**config.mk**
```make
export PLATFORM = sky130hd
export DESIGN_NAME = mc_ctrl_flat
export DESIGN_NICKNAME = d
export VERILOG_FILES = /design/src/rtl/mc_ctrl_if.sv /design/src/rtl/mc_ctrl.sv /design/src/flat_wrapper.sv
export SDC_FILE = /design/constraint.sdc
export NUM_CORES = 1
export LEC_CHECK = 0
export BUFFER_PORTS_ARGS = -buffer_cell sky130_fd_sc_hd__buf_2
export CORE_MARGIN = 8
export CORE_UTILIZATION = 30
export CTS_CLUSTER_SIZE = 20
export DETAILED_ROUTE_END_ITERATION = 8
export PLACE_DENSITY_LB_ADDON = 0.1
export SYNTH_ARGS = -nofsm -noshare
export SYNTH_HDL_FRONTEND = slang
export SYNTH_SLANG_ARGS = --single-unit
export TNS_END_PERCENT = 1
```
**constraint.sdc**
```tcl
create_clock -name clk -period 2.3 [get_ports clk]
set_clock_uncertainty 0.15 [all_clocks]
set_input_delay 0.345 -clock clk [delete_from_list [all_inputs] [get_ports clk]]
set_output_delay 0.345 -clock clk [all_outputs]
set_load 0.05 [all_outputs]
```
**src/rtl/mc_ctrl_if.sv**
```systemverilog
// Control bundle between the multi-cycle FSM and the MIPS datapath.
// master = controller (decodes IR fields, drives enables/selects); slave = datapath.
interface mc_ctrl_if;
  logic [5:0] op;
  logic [5:0] funct;
  logic       zero;
  logic       ir_wr;
  logic       pc_wr;
  logic [1:0] pc_src;
  logic       mem_wr;
  logic       reg_wr;
  logic [1:0] reg_dst;
  logic [1:0] wd_src;
  logic [1:0] alu_src_a;
  logic [2:0] alu_src_b;
  logic [1:0] ext_op;
  logic [2:0] ALUOp;
  logic [3:0] state;
  logic       done;

  modport master (
    input  op, funct, zero,
    output ir_wr, pc_wr, pc_src, mem_wr, reg_wr, reg_dst, wd_src,
           alu_src_a, alu_src_b, ext_op, ALUOp, state, done
  );

  modport slave (
    output op, funct, zero,
    input  ir_wr, pc_wr, pc_src, mem_wr, reg_wr, reg_dst, wd_src,
           alu_src_a, alu_src_b, ext_op, ALUOp, state, done
  );
endinterface

```
**src/rtl/mc_ctrl.sv**
```systemverilog
// Multi-cycle MIPS control FSM: sequences fetch/decode/execute/memory/write-back.
// Moore outputs from state+IR fields; only BRANCH pc_wr follows zero combinationally.
module mc_ctrl (
  input  logic      clk,
  input  logic      reset,
  mc_ctrl_if.master bus
);
  typedef enum logic [3:0] {
    S_FETCH   = 4'd0,  S_DECODE = 4'd1,  S_MEM_ADR = 4'd2,  S_MEM_RD = 4'd3,
    S_MEM_WB  = 4'd4,  S_MEM_WR = 4'd5,  S_R_EXE   = 4'd6,  S_R_WB   = 4'd7,
    S_I_EXE   = 4'd8,  S_I_WB   = 4'd9,  S_BRANCH  = 4'd10, S_JUMP   = 4'd11,
    S_JR      = 4'd12
  } state_t;

  localparam logic [5:0] OP_RTYPE = 6'h00, OP_J   = 6'h02, OP_JAL = 6'h03;
  localparam logic [5:0] OP_BEQ   = 6'h04, OP_ORI = 6'h0d, OP_LUI = 6'h0f;
  localparam logic [5:0] OP_LW    = 6'h23, OP_SW  = 6'h2b;
  localparam logic [5:0] F_SRLV = 6'h06, F_SRAV = 6'h07, F_JR = 6'h08;
  localparam logic [5:0] F_ADDU = 6'h21, F_SUBU = 6'h23, F_AND = 6'h24, F_OR = 6'h25;

  state_t state_q, state_d;
  logic   r_alu, r_jr, is_mem, is_imm, is_beq, is_jump, dec_ok;

  always_ff @(posedge clk) begin
    if (reset) state_q <= S_FETCH;
    else       state_q <= state_d;
  end

  // IR decode; only consumed from DECODE onward, when the IR is stable
  always_comb begin
    r_alu = 1'b0;
    r_jr  = 1'b0;
    if (bus.op == OP_RTYPE) begin
      case (bus.funct)
        F_ADDU, F_SUBU, F_AND, F_OR, F_SRLV, F_SRAV: r_alu = 1'b1;
        F_JR:                                         r_jr  = 1'b1;
        default: ;
      endcase
    end
    is_mem  = (bus.op == OP_LW)  || (bus.op == OP_SW);
    is_imm  = (bus.op == OP_ORI) || (bus.op == OP_LUI);
    is_beq  = (bus.op == OP_BEQ);
    is_jump = (bus.op == OP_J)   || (bus.op == OP_JAL);
    dec_ok  = r_alu || r_jr || is_mem || is_imm || is_beq || is_jump;
  end

  always_comb begin
    state_d = S_FETCH;
    case (state_q)
      S_FETCH:   state_d = S_DECODE;
      S_DECODE: begin
        if      (is_mem)  state_d = S_MEM_ADR;
        else if (r_alu)   state_d = S_R_EXE;
        else if (is_imm)  state_d = S_I_EXE;
        else if (is_beq)  state_d = S_BRANCH;
        else if (is_jump) state_d = S_JUMP;
        else if (r_jr)    state_d = S_JR;
        else              state_d = S_FETCH;
      end
      S_MEM_ADR: state_d = (bus.op == OP_LW) ? S_MEM_RD : S_MEM_WR;
      S_MEM_RD:  state_d = S_MEM_WB;
      S_R_EXE:   state_d = S_R_WB;
      S_I_EXE:   state_d = S_I_WB;
      default:   state_d = S_FETCH;
    endcase
  end

  assign bus.state = state_q;

  always_comb begin
    bus.ir_wr     = 1'b0;
    bus.pc_wr     = 1'b0;
    bus.pc_src    = 2'd0;
    bus.mem_wr    = 1'b0;
    bus.reg_wr    = 1'b0;
    bus.reg_dst   = 2'd0;
    bus.wd_src    = 2'd0;
    bus.alu_src_a = 2'd0;
    bus.alu_src_b = 3'd0;
    bus.ext_op    = 2'd0;
    bus.ALUOp     = 3'd0;
    bus.done      = 1'b0;
    if (!reset) begin
      case (state_q)
        S_FETCH: begin
          bus.ir_wr     = 1'b1;
          bus.pc_wr     = 1'b1;
          bus.alu_src_b = 3'd1;
        end
        S_DECODE: begin
          bus.alu_src_b = 3'd3;
          bus.ext_op    = 2'd1;
          bus.done      = !dec_ok;
        end
        S_MEM_ADR: begin
          bus.alu_src_a = 2'd1;
          bus.alu_src_b = 3'd2;
          bus.ext_op    = 2'd1;
        end
        S_MEM_WB: begin
          bus.reg_wr = 1'b1;
          bus.wd_src = 2'd1;
          bus.done   = 1'b1;
        end
        S_MEM_WR: begin
          bus.mem_wr = 1'b1;
          bus.done   = 1'b1;
        end
        S_R_EXE: begin
          bus.alu_src_a = 2'd1;
          case (bus.funct)
            F_SUBU: bus.ALUOp = 3'd1;
            F_AND:  bus.ALUOp = 3'd2;
            F_OR:   bus.ALUOp = 3'd3;
            F_SRLV: begin bus.ALUOp = 3'd4; bus.alu_src_a = 2'd2; bus.alu_src_b = 3'd4; end
            F_SRAV: begin bus.ALUOp = 3'd5; bus.alu_src_a = 2'd2; bus.alu_src_b = 3'd4; end
            default: ;
          endcase
        end
        S_R_WB: begin
          bus.reg_wr  = 1'b1;
          bus.reg_dst = 2'd1;
          bus.done    = 1'b1;
        end
        // lui relies on rs=0 so the OR passes imm<<16 straight through
        S_I_EXE: begin
          bus.alu_src_a = 2'd1;
          bus.alu_src_b = 3'd2;
          bus.ALUOp     = 3'd3;
          bus.ext_op    = (bus.op == OP_LUI) ? 2'd2 : 2'd0;
        end
        S_I_WB: begin
          bus.reg_wr = 1'b1;
          bus.done   = 1'b1;
        end
        S_BRANCH: begin
          bus.alu_src_a = 2'd1;
          bus.ALUOp     = 3'd1;
          bus.pc_src    = 2'd1;
          bus.pc_wr     = bus.zero;
          bus.done      = 1'b1;
        end
        S_JUMP: begin
          bus.pc_wr  = 1'b1;
          bus.pc_src = 2'd2;
          bus.done   = 1'b1;
          if (bus.op == OP_JAL) begin
            bus.reg_wr  = 1'b1;
            bus.reg_dst = 2'd2;
            bus.wd_src  = 2'd2;
          end
        end
        S_JR: begin
          bus.pc_wr  = 1'b1;
          bus.pc_src = 2'd3;
          bus.done   = 1'b1;
        end
        default: ;
      endcase
    end
  end
endmodule

```
**src/flat_wrapper.sv**
```systemverilog
// flat-port wrapper written by rule: the top's interface ports become plain ports
module mc_ctrl_flat 
  (clk, reset, bus_op, bus_funct, bus_zero, bus_ir_wr, bus_pc_wr, bus_pc_src, bus_mem_wr, bus_reg_wr, bus_reg_dst, bus_wd_src, bus_alu_src_a, bus_alu_src_b, bus_ext_op, bus_ALUOp, bus_state, bus_done);
  mc_ctrl_if bus_i ();
  input  logic clk;
  input  logic reset;
  input wire logic [$bits(bus_i.op)-1:0] bus_op;
  input wire logic [$bits(bus_i.funct)-1:0] bus_funct;
  input wire logic [$bits(bus_i.zero)-1:0] bus_zero;
  output wire logic [$bits(bus_i.ir_wr)-1:0] bus_ir_wr;
  output wire logic [$bits(bus_i.pc_wr)-1:0] bus_pc_wr;
  output wire logic [$bits(bus_i.pc_src)-1:0] bus_pc_src;
  output wire logic [$bits(bus_i.mem_wr)-1:0] bus_mem_wr;
  output wire logic [$bits(bus_i.reg_wr)-1:0] bus_reg_wr;
  output wire logic [$bits(bus_i.reg_dst)-1:0] bus_reg_dst;
  output wire logic [$bits(bus_i.wd_src)-1:0] bus_wd_src;
  output wire logic [$bits(bus_i.alu_src_a)-1:0] bus_alu_src_a;
  output wire logic [$bits(bus_i.alu_src_b)-1:0] bus_alu_src_b;
  output wire logic [$bits(bus_i.ext_op)-1:0] bus_ext_op;
  output wire logic [$bits(bus_i.ALUOp)-1:0] bus_ALUOp;
  output wire logic [$bits(bus_i.state)-1:0] bus_state;
  output wire logic [$bits(bus_i.done)-1:0] bus_done;
  assign bus_i.op = bus_op;
  assign bus_i.funct = bus_funct;
  assign bus_i.zero = bus_zero;
  assign bus_ir_wr = bus_i.ir_wr;
  assign bus_pc_wr = bus_i.pc_wr;
  assign bus_pc_src = bus_i.pc_src;
  assign bus_mem_wr = bus_i.mem_wr;
  assign bus_reg_wr = bus_i.reg_wr;
  assign bus_reg_dst = bus_i.reg_dst;
  assign bus_wd_src = bus_i.wd_src;
  assign bus_alu_src_a = bus_i.alu_src_a;
  assign bus_alu_src_b = bus_i.alu_src_b;
  assign bus_ext_op = bus_i.ext_op;
  assign bus_ALUOp = bus_i.ALUOp;
  assign bus_state = bus_i.state;
  assign bus_done = bus_i.done;
  mc_ctrl u_core (.clk(clk), .reset(reset), .bus(bus_i));
endmodule
```
; Yosys cells after proc, flatten, opt, wreduce, memory -nomap -nowiden
; Cells that the tools add are included.
[totals]
ff_bits = 4
latchBits = 0
mem_bits_rw = 0
mem_bits_ro = 0
output_inout_bits = 25
wordCells = 88
mem_count = 0
[op_classes]
n_addsub = 0
mul = 0
n_div = 0
magnitude_cmp = 0
n_eq_ne = 26
shifts = 0
n_mux = 42
n_bitwise = 0
n_reduce_logical = 19
[op_table]
columns = op, n
row1 = "6-bit equality test, second input constant", 6
row2 = 4-bit 2-to-1 mux, 6
row3 = 4-bit one-hot mux with 6 select lines, 1
row4 = "4-bit equality test, second input constant", 5
row5 = "6-bit by 3-bit equality test with 1-bit output, second input constant", 3
row6 = "6-bit by 4-bit equality test with 1-bit output, second input constant", 3
row7 = "4-bit by 3-bit equality test with 1-bit output, second input constant", 4
row8 = 2-bit 2-to-1 mux, 8
row9 = 2-bit one-hot mux with 2 select lines, 4
row10 = 3-bit one-hot mux with 5 select lines, 1
row11 = "6-bit by 2-bit equality test with 1-bit output, second input constant", 2
row12 = 1-bit 2-to-1 mux, 12
row13 = 3-bit 2-to-1 mux, 4
row14 = 3-bit one-hot mux with 4 select lines, 1
row15 = 3-bit one-hot mux with 3 select lines, 1
row16 = 3-bit OR reduction, 3
row17 = "4-bit by 2-bit equality test with 1-bit output, second input constant", 2
row18 = 1-bit logical OR, 8
row19 = 7-bit OR reduction, 1
row20 = 6-bit logical NOT, 1
row21 = 1-bit one-hot mux with 2 select lines, 3
row22 = 2-bit one-hot mux with 3 select lines, 1
row23 = 2-bit OR reduction, 3
row24 = 6-bit OR reduction, 1
row25 = 3 further kinds, 3

; Longest topological paths before layout
; Gate-level depths: netlist of run 1.
[logic_depth]
ltp_word = 12
depth_mapped = 6
depth_no_buf = 5

; Worst setup path after synthesis of run 1
; OpenSTA, ideal clock, no wires.
[synth_timing]
path_type = reg2out
start = register u_core.state_q[1] (netlist: u_core.bus.state[1])
end = output port bus_alu_src_a[0]
t_arrival_ps = 3648
required_time_ps = 1805
setup_slack_ps = -1843
stages_incl_launch_ff = 5
path_cell_list = dfxtp_1 buf_6 clkbuf_1 nor2_1 a2111oi_0
[synth_between]
elab_chain_cells = 4
[synth_lines]
columns = item, line
row1 = from (decl), mc_ctrl.sv:21  ; state_t state_q, state_d;
row2 = from (signal assigned), mc_ctrl.sv:26  ; else state_q <= state_d;
row3 = 4-bit by 2-bit equality test with 1-bit output or 4-bit equality test (tied branches), mc_ctrl.sv:84  ; case (state_q)
row4 = 3-bit OR reduction (no source line), --
row5 = 2-bit one-hot mux with 2 select lines (*), mc_ctrl.sv:84
row6 = 2-bit 2-to-1 mux (*), mc_ctrl.sv:83  ; if (!reset) begin
row7 = to (decl), flat_wrapper.sv:17  ; output wire logic [$bits(bus_i.alu_src_a)-1:0] bus_alu_src_a;
; Every way passes the cells marked *; elsewhere a longest branch is shown, timed or not.

; Worst setup path after layout of run 1
[layout_timing]
start = register u_core.state_q[1] (netlist: u_core.bus.state[1])
end = output port bus_done
[layout_between]
elab_chain_cells = 4
[layout_lines]
columns = item, line
row1 = 4-bit by 3-bit equality test with 1-bit output or 4-bit equality test (tied branches), mc_ctrl.sv:84
row2 = 7-bit OR reduction (no source line), --
row3 = 1-bit one-hot mux with 2 select lines (*), mc_ctrl.sv:84
row4 = 1-bit 2-to-1 mux (*), mc_ctrl.sv:83
row5 = to (decl), flat_wrapper.sv:22  ; output wire logic [$bits(bus_i.done)-1:0] bus_done;
; Marks and branches as above.

==> qor.txt, run 1 <==
Maxcap violations -> 0
Synth unique cells -> 41
Setup WS pre-CTS -> 0.0582 ns
GRT met2 Usage -> 19.2%
Lkg Pwr -> 0.457 nW
Routed WL -> 2710 um
CP startpoint kind -> flip-flop
Worst Max-Slew Pin Slew -> 0.406 ns
RSZ-0062 raised after global routing -> true
Setup slack after layout -> 0.0494 ns
WHS Endpoint -> u_core.bus.state[0]$_SDFF_PP0_
Ys Warns -> 0
Fin crit period -> 2.25 ns
CP required -> 1.80 ns
First-pass GRT wire length -> 4460 um
Total CTS buffers -> 3
Post-route ant nets -> 0
Worst setup EP type -> output pin
Most used routing layer -> met2
Wire per inst -> 14.3 um
Ant. Diodes -> 0
H-tree Lvls -> 1
Total track usage -> 12.1%
Cell area after synthesis -> 768 um2
Overall via count from detail_route -> 1020
Starting Density -> 31.3%
Nets -> 176
# DRC -> 0
Met1 usage -> 15.3%
CTS tree -> built
Die Span Y -> 66.6 um
Slew headroom -> 72.9%
Die area -> 4440 um2
Rows -> 18
Power Total -> 0.316 mW
P&R area growth vs syn -> 43.5%
Peak Freq -> 444 MHz
Largest register FFs -> 4
Asr flop ratio synth -> 0%
Max IR drop VDD -> 0.459 mV
Final Setup Violations -> 0
Grt met3 use -> 4.36%
FF-to-FF Start -> u_core.bus.state[1]$_SDFF_PP0_
CTS root buffer -> clkbuf_4
Critical Path AT -> 1.76 ns
Vias per cell -> 5.40
Worst hold start -> bus_op[1]
Worst skew pair latency -> 0.23 ns
PwrDens -> 286 nW/um2
CTS max path bufs -> 2
Largest area contributor in the netlist -> nor2_1
Final setup TNS -> 0 ns
Register clock-pin slew on the reported worst setup and hold paths -> 0.04 ns
EDFF count, synth -> 0
RD Place Congestion -> 0.833
Placement Cell Area -> 1060 um2
# IOs -> 40
Worst min-delay path class -> in2reg
Hold path cells -> 3
Cell Count, Final, Fillers Out -> 189
Fin area -> 1100 um2
Min Hold Slack -> 0.325 ns
Synth Register Bits -> 4
Core area -> 2450 um2
Layout cells sized above 1 -> 40.3%
Final hold violations -> 0
Initial antenna violation count -> 0
Final HPWL from detailed placement -> 2180 um
Syn Inst Count -> 120
Largest net degree at the start of global routing -> 20
FF-to-FF path depth -> 6
Vias in the first global route -> 984
# placed instances -> 186
Fin. max-slew vios -> 0
Main synth FF type -> dfxtp_1
Flop2flop setup slack -> 0.59 ns
Worst Path Max Fanout -> 4
Die span in x -> 66.6 um
Reg2reg end -> u_core.bus.state[1]$_SDFF_PP0_
Mean Syn Cell Area -> 6.40 um2
Register area share after synthesis -> 10.4%
Post-layout util -> 44.9%
Ranking of synthesized cells by area -> nor2_1 (12%), dfxtp_1 (10%), a21oi_1 (7.8%)
Number of clock sinks -> 4
Status -> finished, final reports clean
Kind of critical path -> reg2out
Cts hold-fix bufs -> 0
Post-Syn Nets -> 135
Top cell type's share of synthesized area -> 12.2%
Port-buffer cells -> 39
DRT iter0 DRCs -> 45
DRT Pass-1 Iters -> 4
Period utilisation layout -> 97.9%
Total grt overflow -> 0
[how the worst max path moves through the flow]
| stage | start | end |
|---|---|---|
| final | u_core.bus.state[1]$_SDFF_PP0_ | bus_done |
| after CTS | u_core.bus.state[1]$_SDFF_PP0_ | bus_done |
| after detailed placement | bus_op[3] | bus_reg_wr |
| after global placement | bus_op[3] | bus_reg_wr |
| after floorplan | u_core.bus.state[2]$_SDFF_PP0_ | bus_ALUOp[2] |
| after global routing | u_core.bus.state[2]$_SDFF_PP0_ | bus_ALUOp[0] |
[cells by family (layout without fill, tap and decap cells)]
logic type / after synthesis / after routing / share of synthesized area (%)
DFF: 4 / 4 / 10.4
buffers and inverters: 10 / 49 / 6.35
and+or+nand+nor: 68 / 68 / 48.0
xor gates and xnor gates: 3 / 3 / 3.42
AOI/OAI and AO/OA: 35 / 35 / 31.8
[cell usage in the layout (no fill, tap or decap), drive strengths merged, types with 3 or more instances in the layout]
cell	netlist	routed
o21ai	3	3
a32oi	3	3
nand2b	10	10
a21oi	12	12
clkbuf	4	4
nand2	6	6
buf	5	44
nor2	25	25
nand4	4	4
nor3	7	7
o21bai	3	3
or3	3	3
dfxtp	4	4
nor4	4	4
[cells in the mapped netlist (2+ instances only)]
library cell,number
nor2_1,25
a21oi_1,12
nand2b_1,9
nor3_1,7
nand2_1,6
clkbuf_1,4
dfxtp_1,4
nand4_1,4
a32oi_1,3
buf_2,3
o21ai_0,3
o21bai_1,3
a31oi_1,2
nand3_1,2
nor2b_1,2
nor4_1,2
nor4_2,2
nor4b_1,2
or3_1,2
xnor2_1,2
[where the power goes]
part	leakage, nW	internal, mW	switching, mW
registers	0.0333	0.0721	0.00221
logic	0.410	0.0496	0.106
clock network	0.0138	0.0583	0.0279
[cell type report]
cell class | count | area, um2
Sequential cell | 4 | 82.6
Inverter | 1 | 3.75
Fill cell | 267 | 1350
Multi-Input combinational cell | 106 | 701
Clock buffer | 3 | 22.5
Timing Repair Buffer | 45 | 255
Tap cell | 30 | 37.5
[critical path: stages, from the launching register on]
cell,delay [ns]
dfxtp_2,0.31
nand2b_4,0.15
or3_4,0.35
a2111o_1,0.41
o32ai_2,0.12
buf_6,0.20
[metal layers]
metal | vias to the layer above | share of wire [%]
met5 | - | 0
met4 | 0 | 0.59
met3 | 2 | 8.1
met2 | 36 | 46
met1 | 452 | 46
li1 | 530 | -
[repair_timing]
action | CTS | global route
endpoints found under the setup margin | 3 | 3
pin swaps | 0 | 0
gates resized for setup | 3 | 4
setup buffers | 0 | 0
Note: power is estimated with default switching activity, not from simulation.
==> run 2: changes to the inputs <==
--- a/config.mk
+++ b/config.mk
@@ -5,6 +5,7 @@
 export SDC_FILE = /design/constraint.sdc
 export NUM_CORES = 1
 export LEC_CHECK = 0
+export ABC_AREA = 1
 export BUFFER_PORTS_ARGS = -buffer_cell sky130_fd_sc_hd__buf_2
 export CORE_MARGIN = 8
 export CORE_UTILIZATION = 30
==> run 2 against run 1 <==
  * Flip-flop and latch count unchanged
  * Core utilization decreased by 1.5 points
  * Die area decreased by 6.1%
  * Synthesized area decreased by 8.0%
  * Sequential power increased by 4.2%
==> qor.txt, run 2 <==
Top cell type's share of synthesized area -> 18.1%
Post-Syn Nets -> 151
Starting Density -> 32.0%
Post-route ant nets -> 0
Port-buffer cells -> 39
Setup WS pre-CTS -> 0.378 ns
Ys Warns -> 0
Fin crit period -> 2.12 ns
Cts hold-fix bufs -> 0
DRT iter0 DRCs -> 34
Register clock-pin slew on the reported worst setup and hold paths -> 0.03 ns
Die Span Y -> 64.5 um
Nets -> 193
Setup Buffers After CTS -> 0
PwrDens -> 300 nW/um2
Largest area contributor in the netlist -> nor2_1
Syn Inst Count -> 136
Main synth FF type -> dfxtp_1
Most frequent cells in the layout -> buf_2 (39), nor2_1 (33), nand2_1 (22), inv_1 (19), nand3_1 (13)
Ant. Diodes -> 0
Top-count cell post-synth -> nor2_1
Asr flop ratio synth -> 0%
Worst hold start -> reset
Max IR drop VDD -> 0.198 mV
Min Hold Slack -> 0.363 ns
Worst setup EP type -> output pin
Peak Freq -> 472 MHz
Worst min-delay path class -> in2reg
Synth Register Bits -> 4
Most common cell after layout, fill and taps aside -> buf_2
EDFF count, synth -> 0
CTS root buffer -> clkbuf_4
Worst skew pair latency -> 0.23 ns
P&R area growth vs syn -> 35.9%
Total CTS buffers -> 3
Multi-input gate area -> 529 um2
Core area -> 2210 um2
Final hold violations -> 0
Seq. cell area -> 81.3 um2
Largest register FFs -> 4
Worst Path Max Fanout -> 6
Rows -> 17
CP required -> 1.80 ns
First-pass GRT wire length -> 3820 um
CTS tree -> built
Vias in the first global route -> 965
Routed WL -> 2120 um
Fin. max-slew vios -> 0
Ranking of synthesized cells by area -> nor2_1 (18%), nand2_1 (12%), dfxtp_1 (11%)
Die span in x -> 64.5 um
Layout cells sized above 1 -> 39.2%
Die area -> 4170 um2
Cell area after synthesis -> 707 um2
Final Setup Violations -> 0
Largest net degree at the start of global routing -> 20
Vias per cell -> 4.64
Period utilisation layout -> 92.1%
Critical Path AT -> 1.62 ns
Total track usage -> 10.6%
Final HPWL from detailed placement -> 1860 um
RD Place Congestion -> 0.787
Initial antenna violation count -> 0
# IOs -> 40
Slew headroom -> 77.4%
Total grt overflow -> 0
CP startpoint kind -> flip-flop
RSZ-0062 raised after global routing -> false
Overall via count from detail_route -> 947
Register area share after synthesis -> 11.3%
Filler cells -> 262
Worst Max-Slew Pin Slew -> 0.338 ns
Kind of critical path -> reg2out
Commonest cells post-synth -> nor2_1 (34), nand2_1 (22), inv_1 (19)
Wire per inst -> 10.4 um
Lkg Pwr -> 0.553 nW
Maxcap violations -> 0
FF-to-FF Start -> u_core.bus.state[3]$_SDFF_PP0_
DRT Pass-1 Iters -> 4
Mean Syn Cell Area -> 5.20 um2
Crit path from -> u_core.bus.state[3]$_SDFF_PP0_
# DRC -> 0
PostCTS Resize Cnt -> 0
Number of clock sinks -> 4
Status -> finished, final reports clean
Setup slack after layout -> 0.182 ns
Synth unique cells -> 22
CTS max path bufs -> 2
H-tree Lvls -> 1
run 2: cell types whose count changed after synthesis, sizes merged, moves of 4 or more:
cell    change
nand3      +13
nand2b     -10
nand2      +21
a21oi       -5
nor2       +16
nor4        -4
inv        +25
clkbuf      -4
run 2: path summary, 6_finish.rpt:
check | end | cells past startpoint | slack (ns)
hold / removal | u_core.bus.state[3]$_SDFF_PP0_ | 2 | 0.36
setup / recovery | bus_ext_op[1] | 5 | 0.18
setup reg to reg | u_core.bus.state[0]$_SDFF_PP0_ | 4 | 0.94
hold reg to reg | u_core.bus.state[1]$_SDFF_PP0_ | 2 | 0.53
run 2: kinds of logic after synthesis:
group / Yosys count / synth area share [%]
buffers and inverters: 28 / 15.0
flip-flops: 4 / 11.3
AO/OA/AOI/OAI: 15 / 12.2
AND/OR/NAND/NOR: 89 / 61.4
run 2: power breakdown:
group | internal [mW] | total [mW] | switching (mW)
logic | 0.0345 | 0.128 | 0.0934
registers | 0.0723 | 0.0775 | 0.00514
clock network | 0.0581 | 0.0825 | 0.0245
total | 0.165 | 0.288 | 0.123
run 2: area by class of cell:
cell class | instances | share of cell area [%]
multi-input combinational | 104 | 55.1
clock buffer | 3 | 2.34
tap | 28 | 3.65
sequential | 4 | 8.46
inverter | 26 | 10.2
timing repair buffer | 39 | 20.3
run 2: stage by stage:
step	std cells	util (%)	total power, mW	area, um2	TNS (ns)
after CTS	204	43.3	0.289	957	0
after global routing	204	43.4	0.310	961	0
final	204	43.4	0.288	961	0
after global placement	201	42.3	0.206	935	0
after floorplan	136	-	0.170	713	-1.54
after detailed placement	201	42.3	0.206	935	0
run 2: layer usage:
metal | share of wire (%) | GRT usage [%]
met1 | 47 | 12.5
met2 | 43 | 16.9
met3 | 9.8 | 4.64
met4 | 0 | 3.27
met5 | 0 | 0
run 2: worst max-delay path, cell delays in order (launching register included):
cell     delay (ns)
dfxtp_1        0.49
inv_2          0.10
nor3_2         0.26
nand2_2        0.11
nor3b_2        0.16
buf_2          0.28
